### config.mk
export PLATFORM = sky130hd
export DESIGN_NAME = load_unit
export DESIGN_NICKNAME = d
export VERILOG_FILES = /design/src/rtl/load_unit.sv
export SDC_FILE = /design/constraint.sdc
export NUM_CORES = 1
export LEC_CHECK = 0
export ABC_AREA = 1
export BUFFER_PORTS_ARGS = -buffer_cell sky130_fd_sc_hd__buf_2
export CAP_MARGIN = 20
export CORE_MARGIN = 10
export CORE_UTILIZATION = 52
export DETAILED_ROUTE_END_ITERATION = 16
export PLACE_DENSITY = 0.91
export REMOVE_ABC_BUFFERS = 1
export SYNTH_ARGS = -nofsm -noshare
export SYNTH_HDL_FRONTEND = slang
export SYNTH_SLANG_ARGS = --single-unit
### constraint.sdc
create_clock -name i_clk -period 3.2 [get_ports i_clk]
set_input_delay 0.16 -clock i_clk [delete_from_list [all_inputs] [get_ports i_clk]]
set_output_delay 0.16 -clock i_clk [all_outputs]
set_load 0.05 [all_outputs]
### src/rtl/load_unit.sv
// load_unit: MEM-stage load controller; one word-aligned read over req/gnt/rvalid, then byte/half extract and extend.
// Ports: i_clk, i_rst_n (async active-low) | load request i_ld_valid/i_ld_op/i_ld_addr, o_ld_ready
//        memory o_mem_req/o_mem_addr, i_mem_gnt/i_mem_rvalid/i_mem_rdata | result o_rd_valid/o_rd_data/o_rd_err
// Optional: define LOAD_ALIGN_EXC_EN to turn misaligned lw/lh/lhu into an immediate error response.
module load_unit #(
  parameter int TIMEOUT_CYC = 255,
  parameter int CNT_W = 8
) (
  input  logic        i_clk,
  input  logic        i_rst_n,
  input  logic        i_ld_valid,
  input  logic [2:0]  i_ld_op,
  input  logic [31:0] i_ld_addr,
  output logic        o_ld_ready,
  output logic        o_mem_req,
  output logic [31:0] o_mem_addr,
  input  logic        i_mem_gnt,
  input  logic        i_mem_rvalid,
  input  logic [31:0] i_mem_rdata,
  output logic        o_rd_valid,
  output logic [31:0] o_rd_data,
  output logic        o_rd_err
);
  typedef enum logic [1:0] {IDLE, REQ, WAIT, RESP} state_t;
  state_t           r_state;
  logic [CNT_W-1:0] r_cnt;
  logic [2:0]       r_op;
  logic [1:0]       r_b;
  logic             w_mis;
  logic [7:0]       w_byte;
  logic [15:0]      w_half;
  logic [31:0]      w_ext;
`ifdef LOAD_ALIGN_EXC_EN
  always_comb w_mis = ((i_ld_op == 3'd0 || i_ld_op > 3'd4) && i_ld_addr[1:0] != 2'd0) ||
                      ((i_ld_op == 3'd3 || i_ld_op == 3'd4) && i_ld_addr[0]);
`else
  always_comb w_mis = 1'b0;
`endif
  always_comb begin
    w_byte = r_b == 2'd0 ? i_mem_rdata[7:0] : r_b == 2'd1 ? i_mem_rdata[15:8] :
             r_b == 2'd2 ? i_mem_rdata[23:16] : i_mem_rdata[31:24];
    w_half = r_b[1] ? i_mem_rdata[31:16] : i_mem_rdata[15:0];
    w_ext  = r_op == 3'd1 ? {{24{w_byte[7]}}, w_byte} :
             r_op == 3'd2 ? {24'd0, w_byte} :
             r_op == 3'd3 ? {{16{w_half[15]}}, w_half} :
             r_op == 3'd4 ? {16'd0, w_half} : i_mem_rdata;
  end
  always_ff @(posedge i_clk or negedge i_rst_n) begin
    if (!i_rst_n) begin
      r_state    <= IDLE;
      r_cnt      <= '0;
      r_op       <= 3'd0;
      r_b        <= 2'd0;
      o_ld_ready <= 1'b1;
      o_mem_req  <= 1'b0;
      o_mem_addr <= 32'd0;
      o_rd_valid <= 1'b0;
      o_rd_data  <= 32'd0;
      o_rd_err   <= 1'b0;
    end else begin
      case (r_state)
        IDLE: if (i_ld_valid) begin
          r_op       <= i_ld_op;
          r_b        <= i_ld_addr[1:0];
          o_mem_addr <= {i_ld_addr[31:2], 2'b00};
          o_ld_ready <= 1'b0;
          if (w_mis) begin
            r_state    <= RESP;
            o_rd_valid <= 1'b1;
            o_rd_data  <= 32'd0;
            o_rd_err   <= 1'b1;
          end else begin
            r_state   <= REQ;
            o_mem_req <= 1'b1;
          end
        end
        REQ: if (i_mem_gnt) begin
          r_state   <= WAIT;
          o_mem_req <= 1'b0;
          r_cnt     <= '0;
        end
        WAIT: if (i_mem_rvalid) begin
          r_state    <= RESP;
          o_rd_valid <= 1'b1;
          o_rd_data  <= w_ext;
          o_rd_err   <= 1'b0;
        end else if (r_cnt == CNT_W'(TIMEOUT_CYC - 1)) begin
          r_state    <= RESP;
          o_rd_valid <= 1'b1;
          o_rd_data  <= 32'd0;
          o_rd_err   <= 1'b1;
        end else begin
          r_cnt <= r_cnt + CNT_W'(1);
        end
        RESP: begin
          r_state    <= IDLE;
          o_rd_valid <= 1'b0;
          o_ld_ready <= 1'b1;
        end
        default: r_state <= IDLE;
      endcase
    end
  end
endmodule

# Word level (Yosys, flattened, before mapping)
# Cells that the tools add are included.
word_totals:
  reg_bits: 81
  input_bits: 72
  out_inout_bits: 68
  wordCells: 68
classes:
  add_sub_neg: 1
  n_eq_ne: 15
  mux: 28
  reduce_logical: 14
op_table:
  columns: ["op", "n"]
  rows:
  - ["$mux 32", 6]
  - ["$mux 8", 6]
  - ["$mux 16", 1]
  - ["$pmux 8 s2", 1]
  - ["$reduce_bool 2->1", 5]
  - ["$add 8x1->8 const B", 1]
  - ["$eq 8x8->1 const B", 1]
  - ["$mux 2", 4]
  - ["$ne 2x2->1 const B", 4]
  - ["$pmux 2 s4", 1]
  - ["$reduce_and 2->1", 4]
  - ["$eq 2x2->1 const B", 3]
  - ["$eq 3x2->1 const B", 2]
  - ["$mux 1", 6]
  - ["$pmux 1 s2", 3]
  - ["$reduce_and 3->1", 2]
  - ["$eq 2x1->1 const B", 2]
  - ["$logic_not 2->1", 2]
  - ["$reduce_and 4->1", 1]
  - ["$eq 3x1->1 const B", 1]
  - ["$eq 3x3->1 const B", 1]
  - ["$ne 3x3->1 const B", 1]

# Depth between registers and ports, before layout
depth:
  ltp_word: 7
  depth_mapped: 10
  ltp_nobuf: 9

# Least setup slack after synthesis
# OpenSTA, ideal clock, no wires.
synth_path:
  path_type: "reg2reg"
  startpoint: "register r_state[0]"
  endpoint: "register r_cnt[2]"
  setup_time_ns: 0.126
  t_arrival_ns: 1.418
  required_time_ns: 3.074
  slack_ns: 1.656
  path_stages_with_launch: 10
  path_buffers: 2
  period_less_slack_ns: 1.544
  path_cell_list: "dfrtp_1 inv_1 ha_1 buf_4 nor2_1 nor2_1 nand2_2 buf_6 nand2_1 o21ai_0"
synth_between:
  elab_chain_cells: 3
  word_cells_on_any_way: 8
  cone_classes: "eq/ne (5); mux (1); reduce/logical (2)"
synth_rtl:
  columns: ["element", "line", "text"]
  rows:
  - ["start: declaration", "25", "state_t r_state;"]
  - ["start signal: assignment", "50", "r_state <= IDLE;"]
  - ["start signal: assignment", "68", "r_state <= RESP;"]
  - ["start signal: assignment", "73", "r_state <= REQ;"]
  - ["$eq 2x2->1 / $eq 2x1->1 (equally long branches)", "61", "case (r_state)"]
  - ["$ne 2x2->1 (no source line) / $reduce_bool 2->1 (equally long branches)", null, null]
  - ["$reduce_and 4->1 (no source line)", null, null]
  - ["end signal: assignment", "93", "r_cnt <= r_cnt + CNT_W'(1);"]
  - ["end: declaration", "26", "logic [CNT_W-1:0] r_cnt;"]
# Several ways; a longest one is shown, not always the timed one.
# A chain may end at the register's enable or synchronous reset.

# Worst setup path after layout
layout_path:
  startpoint: "register r_b[1]"
  endpoint: "register o_rd_data[20]"
layout_between:
  elab_chain_cells: 6
  word_cells_on_any_way: 11
  cone_classes: "eq/ne (2); mux (8); reduce/logical (1)"
layout_rtl:
  columns: ["element", "line", "text"]
  rows:
  - ["start: declaration", "28", "logic [1:0] r_b;"]
  - ["start signal: assignment", "64", "r_b <= i_ld_addr[1:0];"]
  - ["$eq 2x2->1", "41", "r_b == 2'd2 ? i_mem_rdata[23:16] : i_mem_rdata[31:24];"]
  - ["$mux 8", "41", null]
  - ["$mux 8 (2 in series)", "40", "w_byte = r_b == 2'd0 ? i_mem_rdata[7:0] : r_b == 2'd1 ? i_mem_rdata[15:8] :"]
  - ["$mux 32 (*)", "43", "w_ext = r_op == 3'd1 ? {{24{w_byte[7]}}, w_byte} :"]
  - ["$mux 32 (*)", "82", "WAIT: if (i_mem_rvalid) begin"]
  - ["end signal: assignment", "85", "o_rd_data <= w_ext;"]
  - ["end: declaration", "21", "output logic [31:0] o_rd_data,"]
# Every way passes the cells marked *; elsewhere a longest branch is shown, timed or not.

==> parameters.txt <==
Parameter                              Value

Placed design
  Count of input and output buffers ... 137
  DP Area ... 0.005075 mm^2
  Final HPWL from detailed placement ... approximately 9300 um
  Total placed cells including tap cells ... roughly 830
  Placer Congestion ... slightly above 0.9

Critical path
  Worst Path Required ... roughly 3.5 ns
  Crit. End Element ... flop
  Cell with the biggest individual delay on the critical path ... dfrtp_1
  Startpoint-to-endpoint class of the critical path ... reg2reg
  Worst Path Max Fanout ... 31
  Delay contributed by the slowest stage of the critical path ... approximately 0.9 ns
  Sort of element at the start of the critical path ... flop
  Arrival time reported for the critical path endpoint ... approximately 2.5 ns
  Critical-path cell list ... o21ai_0 > o21ai_2 > nand2_1 > nand2_1 > nand2_1 > nand2_1
  CP dominant cell by count ... nand2_1

Timing
  Worst clock skew ... around 0.015 ns
  Slew at the pin with the worst max-slew slack ... roughly 0.84 ns
  Total Neg Setup Slack ... 0 ns
  Upper clock frequency limit ... approximately 450 MHz
  Max-slew violation count ... 0
  RSZ-0062 raised after global routing ... no
  Max_slew headroom ... 0.4419
  Final clock period utilization by the worst path ... 0.6869
  Final critical path time including I/O delays and setup ... roughly 2.2 ns
  Fin. Hold Viols ... 0
  Number of failing setup endpoints in the final timing report ... 0

CTS
  CTS HTree Levels ... 3
  TritonCTS clock tree ... built
  Number of buffers inserted during clock tree synthesis ... 9
  Count of instances resized after the clock tree is built ... 0
  Sinks on the clock net ... 81
  Source-to-sink clock delay at the later pin of the worst-skew pair ... 0.36 ns
  Maximum number of buffers from clock root to sink ... 2
  Clk root buf ... clkbuf_8
  Clock transition at the registers of the reported paths ... 0.10 ns

Synthesis
  Total number of yosys warnings ... 0
  Gate Count Post-Synth ... 617
  Area of the mapped netlist ... between 0.004 and 0.005 mm^2
  Portion of the post-synthesis area used by sequential elements ... 0.4595
  Post-synthesis area per instance ... 7.154 um^2
  Total of flip-flops plus latches after synthesis ... slightly above 80
  Number of distinct library cells after synthesis ... 33

Cells and area
  Fraction of layout cells with a size suffix above 1 ... 0.2374
  Most common cell after layout, fill and taps aside ... nand2_1
  Total non-filler cell area in the finished layout ... 0.005583 mm^2
  Commonest cells after routing, fill and taps aside ... 315 x nand2_1, 136 x buf_2, 80 x dfrtp_1, 60 x nand3_1, 49 x inv_1
  Utilization after layout ... 0.6761
  Area added between synthesis and finish ... 26.47%
  Non-filler cells in the finished layout ... 876
  Antenna Diode Count ... 0
  Filler Cells Inserted ... approximately 690
  Total number of nets in the final design ... 845

Drt
  Post-Route WL ... around 13000 um
  Average via count per standard cell ... 5.154
  First-pass DRT Iterations ... 9
  Remaining antenna violation count ... 0
  DR vias ... between 4000 and 5000
  Final routed DRC violation total ... 0
  Initial drt markers ... between 400 and 500
  Final routed wire length divided by cell count ... approximately 15 um

Global route
  Global-route wire length before repair ... between 20000 and 25000 um
  Total GRT Usage ... 0.2043
  Total congestion overflow after global routing ... 0
  Vias in the first global route ... ~4500
  Antenna violations before repair ... 0
  Maximum number of pins on one net before global-route repair ... between 80 and 90

Floorplan
  Core region area ... 0.008258 mm^2
  Die height ... about 110 um
  Die area ... 0.01257 mm^2
  Number of rows in the core area ... 33
  Number of top-level pins ... 140
  Effective utilization at floorplan ... 0.5345
  DIE WIDTH ... 112.1 um

Hold path
  Classification of the worst-slack hold path ... in2reg

Power and ir drop
  Power density over the cells ... between 1000 and 1500 mW/mm^2
  LEAKAGE ... between 3 and 4 nW
  Worst ir drop on vdd ... 0.0007298 V

Flow run
  Max-capacitance violation count ... 0

Outcome
  Outcome ... finished clean
[sequential cells by signal, summed over array words and instances (netlist names)]
signal / cells
o_ld_ready: 1
o_mem_addr: 30
o_mem_req: 1
o_rd_data: 32
o_rd_err: 1
o_rd_valid: 1
r_b: 2
r_cnt: 8
r_op: 3
r_state: 2
[synthesized netlist by cell type (all sizes together)]
cell	n	share of area
ha	7	0.020
inv	54	0.046
conb	1	0.00085
o211ai	2	0.0034
nand3	61	0.070
nand2	327	0.29
a31o	1	0.0020
or2	3	0.0043
nor2	10	0.010
o21ai	24	0.028
a21oi	11	0.012
nor3	2	0.0048
buf	20	0.033
clkbuf	7	0.0060
nand3b	1	0.0017
dfstp	1	0.0060
dfrtp	80	0.45
nand4	3	0.0077
a22o	1	0.0020
xor2	1	0.0020
[repair_timing]
item | 4_1_cts | 5_1_grt
hold endpoints to repair | 23 | 29
buffers inserted | 0 | 0
setup endpoints to repair | 0 | 0
hold buffers | 23 | 1
[stage by stage]
step / setup WS, ns / power (mW) / hold slack, ns
after global placement: 1.147 / 5.242 / 0.3524
after CTS: 1.046 / 6.193 / 0.0006568
after global routing: 0.7777 / 6.659 / 0.01335
after detailed placement: 1.078 / 5.355 / 0.3629
final: 1.002 / 6.217 / 0.006078
after floorplan: 1.065 / 4.433 / -0.1356
[path summary, 6_finish.rpt]
kind	startpoint	end	slack (ns)	cells after the start
max	r_b[1]	o_rd_data[20]	1.00	6
min	i_ld_op[0]	r_op[0]	0.006	3
max reg2reg	r_b[1]	o_rd_data[20]	1.00	6
min reg2reg	o_rd_data[3]	o_rd_data[3]	0.48	2
max in group asynchronous	i_rst_n	o_ld_ready	2.28	3
min in group asynchronous	i_rst_n	o_rd_data[26]	0.27	2
[cell families after synthesis]
group / after synthesis / synth area share
other cells: 1 / 0.0008495
flops: 81 / 0.4595
compound gates: 39 / 0.04790
simple gates: 407 / 0.3849
fa+ha+maj: 7 / 0.01984
buf+inv: 81 / 0.08503
xor+xnor: 1 / 0.001984
[cell type report]
class                           count  area [um^2]  share of cell area
Tap cell                          105        131.4             0.02353
Sequential cell                    81         2028              0.3633
Multi-Input combinational cell    456         2014              0.3608
Inverter                           54        205.2             0.03675
Clock buffer                        9        123.9             0.02219
Timing Repair Buffer              164        991.0              0.1775
Clock inverter                      7        88.84             0.01591
[critical path: cells and delay by family, from the launching register on]
family             cells  cell delay (ns)
and+or+nand+nor        4             0.37
AOI/OAI and AO/OA      2             0.88
DFF                    1             0.90
[per-layer routing]
| metal | up-vias | global-route usage | routed length, um |
|---|---|---|---|
| li1 | 2199 | - | - |
| met1 | 2082 | 0.2472 | 5228 |
| met2 | 201 | 0.3449 | 6466 |
| met3 | 33 | 0.04313 | 1063 |
| met4 | 0 | 0.08460 | 344 |
| met5 | - | 0 | 0 |
[report_power, final]
group | leakage, nW | total, mW | internal [mW] | switching [mW]
clock network | 0.103 | 0.800 | 0.375 | 0.425
registers | 1.02 | 1.78 | 1.47 | 0.316
logic | 2.22 | 3.63 | 0.884 | 2.75
No activity file was read; power rests on OpenSTA's default activity.
